==> src/rtl/cpu_pkg.sv <==
// Shared register-file writeback types: address/data widths and the request
// carried through the load FIFO and the writeback output register.
package cpu_pkg;

    localparam int REG_ADDR_W = 5;
    localparam int DATA_W     = 32;

    typedef struct packed {
        logic [REG_ADDR_W-1:0] addr;
        logic [DATA_W-1:0]     data;
    } wb_req_t;

endpackage

==> src/rtl/wb_fifo.sv <==
// In-order synchronous FIFO of writeback requests.
// Latency: a pushed entry is visible at head the cycle after the push edge.
// Backpressure: caller must not push when full nor pop when empty.
module wb_fifo
    import cpu_pkg::*;
#(
    parameter  int DEPTH = 4,
    localparam int PTR_W = $clog2(DEPTH),
    localparam int CNT_W = PTR_W + 1
) (
    input  logic             clk,
    input  logic             rst_n,
    input  logic             push,
    input  wb_req_t          push_dat,
    input  logic             pop,
    output wb_req_t          head,
    output logic [CNT_W-1:0] count,
    output logic             full,
    output logic             empty
);

    wb_req_t          mem_q [DEPTH];
    wb_req_t          mem_d [DEPTH];
    logic [PTR_W-1:0] wr_ptr_q, wr_ptr_d;
    logic [PTR_W-1:0] rd_ptr_q, rd_ptr_d;
    logic [CNT_W-1:0] count_q, count_d;

    always_comb begin
        mem_d    = mem_q;
        wr_ptr_d = wr_ptr_q;
        rd_ptr_d = rd_ptr_q;
        count_d  = count_q;
        if (push) begin
            mem_d[wr_ptr_q] = push_dat;
            wr_ptr_d        = wr_ptr_q + 1'b1;
        end
        if (pop) begin
            rd_ptr_d = rd_ptr_q + 1'b1;
        end
        case ({push, pop})
            2'b10:   count_d = count_q + 1'b1;
            2'b01:   count_d = count_q - 1'b1;
            default: count_d = count_q;
        endcase
    end

    // Storage needs no reset; only pointers and count define validity.
    always_ff @(posedge clk) begin
        mem_q <= mem_d;
    end

    always_ff @(posedge clk or negedge rst_n) begin
        if (!rst_n) begin
            wr_ptr_q <= '0;
            rd_ptr_q <= '0;
            count_q  <= '0;
        end else begin
            wr_ptr_q <= wr_ptr_d;
            rd_ptr_q <= rd_ptr_d;
            count_q  <= count_d;
        end
    end

    assign head  = mem_q[rd_ptr_q];
    assign count = count_q;
    assign full  = (count_q == CNT_W'(DEPTH));
    assign empty = (count_q == '0);

endmodule

==> src/rtl/writeback_arbiter.sv <==
// Merges ALU results and buffered load responses onto the register-file write port.
// Latency: ALU 1 cycle to we/wa/wd; load minimum 2 cycles push-to-commit.
// Backpressure: ld_ready drops and alu_stall rises while the load FIFO is full.
module writeback_arbiter
    import cpu_pkg::*;
#(
    parameter int DEPTH = 4
) (
    input  logic                  clk,
    input  logic                  rst_n,
    input  logic                  alu_valid,
    input  logic [REG_ADDR_W-1:0] alu_addr,
    input  logic [DATA_W-1:0]     alu_data,
    output logic                  alu_stall,
    input  logic                  ld_valid,
    output logic                  ld_ready,
    input  logic [REG_ADDR_W-1:0] ld_addr,
    input  logic [DATA_W-1:0]     ld_data,
    input  logic                  rsv_valid,
    input  logic [REG_ADDR_W-1:0] rsv_addr,
    input  logic [REG_ADDR_W-1:0] q1_addr,
    input  logic [REG_ADDR_W-1:0] q2_addr,
    output logic                  q1_busy,
    output logic                  q2_busy,
    output logic                  we,
    output logic [REG_ADDR_W-1:0] wa,
    output logic [DATA_W-1:0]     wd
);

    localparam int CNT_W = $clog2(DEPTH) + 1;

    wb_req_t          push_dat, head;
    logic [CNT_W-1:0] count;
    logic             full, empty, push, pop, win;

    wb_req_t          out_q, out_d;
    logic             we_q, we_d;
    logic             src_ld_q, src_ld_d;
    logic [31:0]      sb_q, sb_d;

    assign ld_ready  = (count < CNT_W'(DEPTH));
    assign alu_stall = (count == CNT_W'(DEPTH));
    assign push      = ld_valid && ld_ready;
    assign push_dat  = '{addr: ld_addr, data: ld_data};

    wb_fifo #(.DEPTH(DEPTH)) u_fifo (
        .clk      (clk),
        .rst_n    (rst_n),
        .push     (push),
        .push_dat (push_dat),
        .pop      (pop),
        .head     (head),
        .count    (count),
        .full     (full),
        .empty    (empty)
    );

    // A full FIFO outranks the ALU so loads always make forward progress.
    always_comb begin
        pop      = 1'b0;
        win      = 1'b0;
        out_d    = '0;
        src_ld_d = 1'b0;
        if (full) begin
            pop      = 1'b1;
            win      = 1'b1;
            out_d    = head;
            src_ld_d = 1'b1;
        end else if (alu_valid) begin
            win      = 1'b1;
            out_d    = '{addr: alu_addr, data: alu_data};
        end else if (!empty) begin
            pop      = 1'b1;
            win      = 1'b1;
            out_d    = head;
            src_ld_d = 1'b1;
        end
        we_d = win && (out_d.addr != '0);
    end

    // Clear happens first so a same-edge reservation of that register survives.
    always_comb begin
        sb_d = sb_q;
        if (we_q && src_ld_q) begin
            sb_d[wa] = 1'b0;
        end
        if (rsv_valid && (rsv_addr != '0)) begin
            sb_d[rsv_addr] = 1'b1;
        end
        sb_d[0] = 1'b0;
    end

    always_ff @(posedge clk or negedge rst_n) begin
        if (!rst_n) begin
            out_q    <= '0;
            we_q     <= 1'b0;
            src_ld_q <= 1'b0;
            sb_q     <= '0;
        end else begin
            out_q    <= out_d;
            we_q     <= we_d;
            src_ld_q <= src_ld_d;
            sb_q     <= sb_d;
        end
    end

    assign we      = we_q;
    assign wa      = out_q.addr;
    assign wd      = out_q.data;
    assign q1_busy = sb_q[q1_addr];
    assign q2_busy = sb_q[q2_addr];

endmodule

==> config.mk <==
export PLATFORM = sky130hd
export DESIGN_NAME = writeback_arbiter
export DESIGN_NICKNAME = d
export VERILOG_FILES = /design/src/rtl/cpu_pkg.sv /design/src/rtl/wb_fifo.sv /design/src/rtl/writeback_arbiter.sv
export SDC_FILE = /design/constraint.sdc
export NUM_CORES = 1
export LEC_CHECK = 0
export ABC_CLOCK_PERIOD_IN_PS = 3900
export CAP_MARGIN = 5
export CORE_ASPECT_RATIO = 1.2
export CORE_MARGIN = 2
export CORE_UTILIZATION = 58
export DETAILED_ROUTE_END_ITERATION = 7
export GPL_TIMING_DRIVEN = 0
export PLACE_DENSITY = 0.87
export SETUP_SLACK_MARGIN = 0.02
export SLEW_MARGIN = 15
export SYNTH_ARGS = -nofsm -noshare
export SYNTH_HDL_FRONTEND = slang
export SYNTH_SLANG_ARGS = --single-unit
==> constraint.sdc <==
create_clock -name clk -period 3.9 [get_ports clk]
set_input_delay 0.78 -clock clk [delete_from_list [all_inputs] [get_ports clk]]
set_output_delay 0.78 -clock clk [all_outputs]
set_load 0.02 [all_outputs]
== Yosys cells after proc, flatten, opt, wreduce, memory -nomap -nowiden ==
Index checks and enable logic that the tools add are counted.

* Register bits: 225
* Input bits: 94
* Output and inout port bits: 42
* Logic and storage cells: 74

* $add $sub $neg: 4
* $lt $le $gt $ge: 10
* Equal/unequal tests: 3
* Mux-type cells: 25
* Bitwise logic cells: 5
* Reduce and logical (&&, ||, !) cells: 11

{| class="wikitable"
|+ Operators by type and width
! kind !! count
|-
| 37-bit 2-to-1 mux || 6
|-
| 148-bit bitwise mux || 1
|-
| 37-bit binary-select mux with 2-bit select || 1
|-
| 37-bit demux with 2-bit select || 1
|-
| 32-bit 2-to-1 mux || 2
|-
| 32-bit AND || 1
|-
| 32-bit NOT || 1
|-
| 32-bit bitwise OR || 1
|-
| 5-bit by 6-bit less-than comparator with 1-bit output (second input constant) || 4
|-
| 1-bit binary-select mux with 5-bit select || 2
|-
| 1-bit demux with 5-bit select || 2
|-
| 5-bit by 1-bit greater-or-equal comparator with 1-bit output (second input constant) || 2
|-
| 5-bit nonzero test || 2
|-
| 1-bit 2-to-1 mux || 9
|-
| 1-bit logical AND || 7
|-
| 3-bit greater-or-equal comparator (second input constant) || 2
|-
| 2-bit NOT with 3-bit output || 2
|-
| 3-bit case mux with 2 select lines || 1
|-
| 2-bit by 1-bit adder with 2-bit output (second input constant) || 2
|-
| 3-bit by 1-bit adder with 3-bit output (second input constant) || 1
|-
| 3-bit equality test (second input constant) || 1
|-
| 3-bit zero test || 1
|-
| 3-bit by 1-bit less-than comparator with 1-bit output (second input constant) || 1
|-
| 3-bit less-than comparator (second input constant) || 1
|-
| other kinds (4) || 4
|}

== Longest topological paths before layout ==
* Depth in word-level cells: 9
* Mapped depth: 11
* Depth with buffers taken out: 9

== Modules after synthesis ==
A second synthesis with hierarchy kept.

* Cells, all modules: 516
* Area total of the unflattened synthesis: 8,948.6 um^2

{| class="wikitable"
|+ Modules (own cells, without submodules)
! module !! instances !! cells an instance !! area each (um^2) !! seq. area each (um^2)
|-
| wb_fifo || 1 || 230 || 5,728.0 || 4,619.4
|-
| writeback_arbiter || 1 || 286 || 3,220.6 || 1,751.7
|}

== Worst setup path after synthesis ==
No wires, ideal clock.

* Kind: input -> output
* From: in q1_addr[0]
* To: out q1_busy
* Arrival: 2,286 ps
* Required time: 3,120 ps
* Slack: 834 ps
* Cell stages on the path: 4
* Buffers on the path: 1
* Path through: buf_2 -> mux4_2 -> mux4_2 -> mux2_2

* Cells in the longest elaborated chain, start to end: 2

{| class="wikitable"
|+ Ends and longest elaborated chain
! item !! line !! text
|-
| start: declaration || writeback_arbiter.sv:21 || <nowiki>input logic [REG_ADDR_W-1:0] q1_addr,</nowiki>
|-
| 1-bit binary-select mux with 5-bit select || writeback_arbiter.sv:110 || <nowiki>assign q1_busy = sb_q[q1_addr];</nowiki>
|-
| 1-bit 2-to-1 mux (implied by the code) || writeback_arbiter.sv:110 ||
|-
| end: declaration || writeback_arbiter.sv:23 || <nowiki>output logic q1_busy,</nowiki>
|}

No other way between the ends. The select of a mux whose other input is x is not followed.

== Worst setup path in the final report ==
* From: in q2_addr[0]
* To: out q2_busy

* Cells in the longest elaborated chain, start to end: 2

{| class="wikitable"
|+ Ends and longest elaborated chain
! item !! line !! text
|-
| start: declaration || writeback_arbiter.sv:22 || <nowiki>input logic [REG_ADDR_W-1:0] q2_addr,</nowiki>
|-
| 1-bit binary-select mux with 5-bit select || writeback_arbiter.sv:111 || <nowiki>assign q2_busy = sb_q[q2_addr];</nowiki>
|-
| 1-bit 2-to-1 mux (implied by the code) || writeback_arbiter.sv:111 ||
|-
| end: declaration || writeback_arbiter.sv:24 || <nowiki>output logic q2_busy,</nowiki>
|}

No other way between the ends. The select of a mux whose other input is x is not followed.

==> metrics <==
post-synth design cell area=9110 sq um; tightest slew margin relative to the limit=50.9%; routed via count divided by cell count=6.48; Yosys warnings=0; unrepaired setup endpoints after global routing=false; CP arrival=2.93 ns; root buffer selected by CTS=clkbuf_16; category of the critical setup timing path=input pin to output pin; synth top area cells=edfxtp_1 (49%), dfrtp_1 (21%), mux4_2 (14%); Rows=50; final HPWL from detailed placement=15,300 um; actual slew at the worst max-slew pin=0.736 ns; chip height=~140 um; share of synthesized flip-flops with an asynchronous set or reset=34.2%; Post-Route WL=24,400 um; total of hold buffers inserted after clock tree synthesis=0; total of max-cap violations=0; Post-route DRC=0; GRT Overall Usage=slightly below 30%; number of iterations in the first detailed-routing pass=5; Max Fclk=0.270 GHz; top fanout value on the critical path=8; mean instance size in the synthesized netlist=16.4 sq um; quantity of I/O buffers inserted on ports=131; number of levels in the clock H-tree=1; number of fillers in the final layout=919; routed length per instance=roughly 26 um; clock tree from TritonCTS=built; post-route ant nets=0; placer's final routability congestion estimate=~0.9; type of the tightest min-delay check=input pin to async pin; register bit count reported by yosys=225; share of cells above drive strength 1=15.8%; total clock sinks=225; Floorplan Core Area=15,500 sq um; number of global-route vias before repair=around 6,700; final cell count without fillers=940; DIE AREA=16,700 sq um; Top Ports=136; Resized Gates After CTS=0; total number of nets in the final design=816; 1st-iter DRT viols=535; setup bufs post-CTS=0; largest net degree at the start of global routing=45; initial antenna violation count=0; worst clock skew=0.00657 ns; Final Max Slew Viols=0; area used by multi-input combinational logic=2590 sq um; GR Overflow Total=0; power density over the cells=790 nW/um^2; total vias in the final route=between 6,000 and 7,000; distinct cell type count after synthesis=32; number of placed cells counting well taps=900; post-synthesis cell count=556; slowest cell delay on critical path=0.56 ns; Critical Path End Type=output pin; most numerous cell in the Yosys netlist=edfxtp_1; shortest clock period the worst path allows after layout=3.71 ns; Register Area=6370 sq um; result of the run=finished clean; share of the yosys chip area belonging to registers=between 60% and 70%; most used standard cells in the synthesized netlist=edfxtp_1 (148), dfrtp_1 (77), o21ai_0 (65); layout overhead on the synthesized area=27.4%; category of the worst setup path launch point=input pin; standby leakage power=4.04 nW; worst skew pair latency=0.50 ns; slowest cell on the critical path=mux4_2; Post-Route Utilization=approximately 75%; Net Count, Synth=656; cell type with the largest total area after synthesis=edfxtp_1; Top FF cell, synth=edfxtp_1; die outline width=118 um; ordered cell list for the critical path=buf_2, mux4_2, mux4_2, mux2_2, clkdlybuf4s50_1; VDD IR max=0.637 mV; Bufs on Longest Clock Path=3; Starting Density=58.8%; Yosys top cell area share=48.8%; count of inserted antenna diode cells=0; required arrival time at the worst endpoint=3.12 ns; wire length of the first global-routing pass=37,400 um; count of endpoints failing hold in the final timing report=0; fraction of the cycle the final worst path needs=95.0%; Setup Viol. Count Final=0; Clk pin slew, worst setup/hold paths=0.06 ns; dominant cell type by count on the critical path=mux4_2; count of flip-flops with a built-in enable after synthesis=148; number of buffers created by CTS=22
-- worst paths after layout --
kind	to	start	cells past startpoint	slack, ns
worst max-delay path	q2_busy	q2_addr[0]	5	0.19
worst min-delay path	sb_q[19]$_DFF_PN0_	rst_n	1	0.24
worst max register to register	u_fifo.count[2]$_DFFE_PN0P_	u_fifo.count[0]$_DFFE_PN0P_	10	0.84
worst min register to register	sb_q[1]$_DFF_PN0_	sb_q[1]$_DFF_PN0_	2	0.53
max in group asynchronous	wd[18]$_DFF_PN0_	rst_n	2	3.05
min in group clk	sb_q[1]$_DFF_PN0_	sb_q[1]$_DFF_PN0_	2	0.53
-- metal layers --
| layer | vias to the layer above | share of wire, % | GRT usage [%] |
|---|---|---|---|
| met5 | - | 0 | 0 |
| li1 | 2519 | - | - |
| met2 | 423 | 54 | 52.8 |
| met1 | 3076 | 34 | 34.7 |
| met4 | 0 | 3.6 | 14.2 |
| met3 | 72 | 8.9 | 6.47 |
-- layout make-up --
class,count,area share (%)
plain buffers,28,1.07
clock buffers,28,5.21
clock inverters,12,1.85
inverters,9,0.291
multi-input cells,294,22.3
flip-flops and latches,225,54.9
well taps,208,2.24
repair buffers,136,12.1
-- state kept, by name, indices dropped and copies added, names as in the netlist --
| signal | flops |
|---|---|
| we | 1 |
| wd | 32 |
| u_fifo.rd_ptr_q | 2 |
| u_fifo.count | 3 |
| sb_q | 31 |
| u_fifo.mem_q | 148 |
| wa | 5 |
| u_fifo.wr_ptr_q | 2 |
| src_ld_q | 1 |
-- worst max-delay path, delay by kind of cell --
kind | cells | cell delay (ns)
mux | 3 | 1.33
buf+inv | 2 | 0.81
-- kinds of logic (layout without fill, tap and decap cells) --
group / count (synthesis) / in the layout / synth area share (%)
compound gates: 140 / 140 / 8.19
flops: 225 / 225 / 69.9
fa+ha+maj: 6 / 6 / 0.906
mux: 61 / 61 / 14.3
buf+inv: 37 / 213 / 1.73
simple gates: 81 / 81 / 4.42
xor+xnor: 6 / 6 / 0.577
-- cell usage in the layout, fill, tap and decap left out, types with 2 or more instances in the layout --
cell type / synthesis / layout
o21ai_0: 65 / 65
mux2_2: 2 / 2
bufinv_16: 0 / 6
clkinv_2: 0 / 3
clkdlybuf4s50_1: 0 / 130
or3b_2: 4 / 4
a21oi_1: 40 / 40
nand3b_1: 8 / 8
mux2i_1: 4 / 4
ha_1: 5 / 5
buf_1: 3 / 3
o22ai_1: 33 / 33
buf_2: 9 / 9
edfxtp_1: 148 / 148
nand3_1: 3 / 3
clkbuf_16: 0 / 23
a22oi_1: 2 / 2
xnor2_1: 5 / 5
inv_1: 8 / 8
clkbuf_1: 15 / 19
nand2_1: 12 / 12
mux4_2: 55 / 55
and2_2: 0 / 4
buf_12: 0 / 5
nor2_1: 39 / 39
clkinv_1: 1 / 2
or3_1: 4 / 4
dfrtp_1: 77 / 77
nand4b_1: 2 / 2
-- where the power goes --
part	internal, mW	switching [mW]
Clock	1.50	0.894
Sequential	3.19	0.349
Combinational	1.46	1.78
Total	6.14	3.03
-- metrics by stage --
step	power [mW]	setup TNS, ns	hold WS (ns)	setup WS (ns)	cell area (sq um)
after detailed placement	6.70	0	0.517	0.180	10800
final	9.17	0	0.239	0.194	11600
after CTS	9.15	0	0.240	0.181	11600
after global routing	9.50	0	0.270	0.142	11600
after floorplan	5.42	0	0.481	0.834	9110
after global placement	6.47	-49.85	0.498	-0.654	10700
No activity file was read; power rests on OpenSTA's default activity.
==> edit: new RTL, same settings <==
Reset style: synchronous (`rst_n`), changed in 2 clocked blocks.
--- a/src/rtl/wb_fifo.sv
+++ b/src/rtl/wb_fifo.sv
@@ -49,7 +49,7 @@
         mem_q <= mem_d;
     end
 
-    always_ff @(posedge clk or negedge rst_n) begin
+    always_ff @(posedge clk) begin
         if (!rst_n) begin
             wr_ptr_q <= '0;
             rd_ptr_q <= '0;
--- a/src/rtl/writeback_arbiter.sv
+++ b/src/rtl/writeback_arbiter.sv
@@ -90,7 +90,7 @@
         sb_d[0] = 1'b0;
     end
 
-    always_ff @(posedge clk or negedge rst_n) begin
+    always_ff @(posedge clk) begin
         if (!rst_n) begin
             out_q    <= '0;
             we_q     <= 1'b0;
Function: differs if rst_n is asserted again (counterexample within 4 cycles, from zero or initial values and one cycle with rst_n low); with rst_n held inactive, the same outputs for 4 cycles.
==> edit against the original RTL <==
Routed wire length shrank 1.9%; synthesized area grew 0.37%; design area shrank 1.1%; worst setup slack lost 9.5 ps; sequential cell count is the same; die area grew 0.36%; sequential share of layout area shrank 2.7 points; total power shrank 21%; hold slack gained 260 ps; final cell count grew 6.1%; critical path type unchanged; critical endpoint is now q1_busy; highest routed layer unchanged.
==> edit: results (changes against the original RTL) <==
| Quantity | Value | Unit | Change |
|:---|:---|:---|:---|
| Data arrival time of the critical path | 2940 | ps | was 2930 ps |
| Critical path startpoint | q1_addr[0] | - | was q2_addr[0] |
| Run status | complete, no violations | - | unchanged |
| Distinct cell type count of the synthesized netlist | 38 | - | was 32 |
| Routed WL per cell | 24.05 | um | was 26.00 um |
| Tcrit/Tclk final | 95.27 | % | was 95.03% |
| # placed instances | 957 | - | was 900 |
| Growth of design area from synthesis to finish | 25.45 | % | was 27.36% |
| Start of the worst register-to-register path | u_fifo.count[0] | - | unchanged |
| Leak | 3.794 | nW | was 4.041 nW |
| Slack of the worst reg-to-reg path | 710 | ps | was 840 ps |
| Total nets after synthesis | 715 | - | was 656 |
| Post-route non-filler standard cell count | 997 | - | was 940 |
| Ys async rst share | 0 | % | was 34.22% |
| Transition time of the tightest slew-check pin | 1007 | ps | was 736.1 ps |
| Worst setup slack before clock tree synthesis | -74.99 | ps | was 180.3 ps |
| Average cell area after synthesis | 14.88 | um^2 | was 16.39 um^2 |
| Wire length of the first global-routing pass | 36750 | um | was 37420 um |
| Hold Crit Class | reg2reg | - | was in2async |
| Worst-case clock skew | 16.17 | ps | was 6.566 ps |
| Number of nets in the finished design | 873 | - | was 816 |
| DR vias/cell | 6.397 | - | was 6.479 |
| Filler cell count in the final layout | 962 | - | was 919 |
| Main area contributors after synthesis | sky130_fd_sc_hd__edfxtp_1 49%, sky130_fd_sc_hd__dfxtp_1 17%, sky130_fd_sc_hd__mux4_2 14%, sky130_fd_sc_hd__o221ai_1 3.1%, sky130_fd_sc_hd__a21boi_0 2.6% | - | was sky130_fd_sc_hd__edfxtp_1 49%, sky130_fd_sc_hd__dfrtp_1 21%, sky130_fd_sc_hd__mux4_2 14%, sky130_fd_sc_hd__o21ai_0 3.6%, sky130_fd_sc_hd__o22ai_1 2.3% |
| Largest net degree at the start of global routing | 27 | - | was 45 |
| Internal power | 0.004950 | W | was 0.006140 W |
| Vias in the first global route | 6682 | - | was 6688 |
| Worst VDD drop | 0.4706 | mV | was 0.6365 mV |
| Drt first-iter violations | 760 | - | was 535 |
| Worst-path maximum fanout | 9 | - | was 8 |
| Worst hold slack across all endpoints | 501.3 | ps | was 238.9 ps |
| Total cell area at the placement stage | 10800 | um^2 | was 10790 um^2 |
| Global-route usage over all layers | 28.52 | % | was 29.74% |
| Worst flop-to-flop path endpoint | u_fifo.count[2] | - | unchanged |
## edit: changes by cell type after synthesis, moves of 5 or more
cell	unedited run	this run
sky130_fd_sc_hd__o221ai_1	0	32
sky130_fd_sc_hd__and2_1	4	13
sky130_fd_sc_hd__dfrtp_1	77	0
sky130_fd_sc_hd__o22ai_1	33	1
sky130_fd_sc_hd__nand2_1	12	43
sky130_fd_sc_hd__and3_1	0	5
sky130_fd_sc_hd__nand3b_1	8	3
sky130_fd_sc_hd__clkbuf_1	15	27
sky130_fd_sc_hd__o21ai_0	65	36
sky130_fd_sc_hd__a21boi_0	0	32
sky130_fd_sc_hd__dfxtp_1	0	77
## edit: cell families after synthesis
logic type                 count (synthesis)  synth area share (%)
adders and majority gates                  6                0.9026
muxes                                     59                 14.03
DFF                                      225                 65.43
and+or+nand+nor                          127                 6.592
xor gates and xnor gates                   5                0.4788
AOI/OAI and AO/OA                        146                 10.41
buffers and inverters                     47                 2.161
## edit: per-layer routing
layer	vias up	GRT usage (%)	wire, um
met4	0	12.22	816
met5	-	0	0
li1	2717	-	-
met2	450	50.82	12650
met3	68	5.989	2248
met1	3143	33.57	8260
## edit: power by group through the flow
stage	clock (W)	sequential, W	combinational [W]
after detailed placement	0	0.00308	0.00210
after global routing	0.00210	0.00307	0.00229
after floorplan	0	0.00319	0.00116
final	0.00201	0.00305	0.00215
after global placement	0	0.00307	0.00196
after CTS	0.00202	0.00304	0.00214
## edit: layout make-up
cell class | count | area share, %
multi-input combinational | 343 | 25.88
inverter | 8 | 0.2616
clock inverter | 5 | 0.2725
buffer | 39 | 1.461
tap | 208 | 2.268
sequential | 225 | 52.15
timing repair buffer | 134 | 12.04
clock buffer | 35 | 5.669
## edit: critical path, delay by kind of cell
family / cells / cell delay (ps)
buf+inv: 2 / 810
mux: 3 / 1330
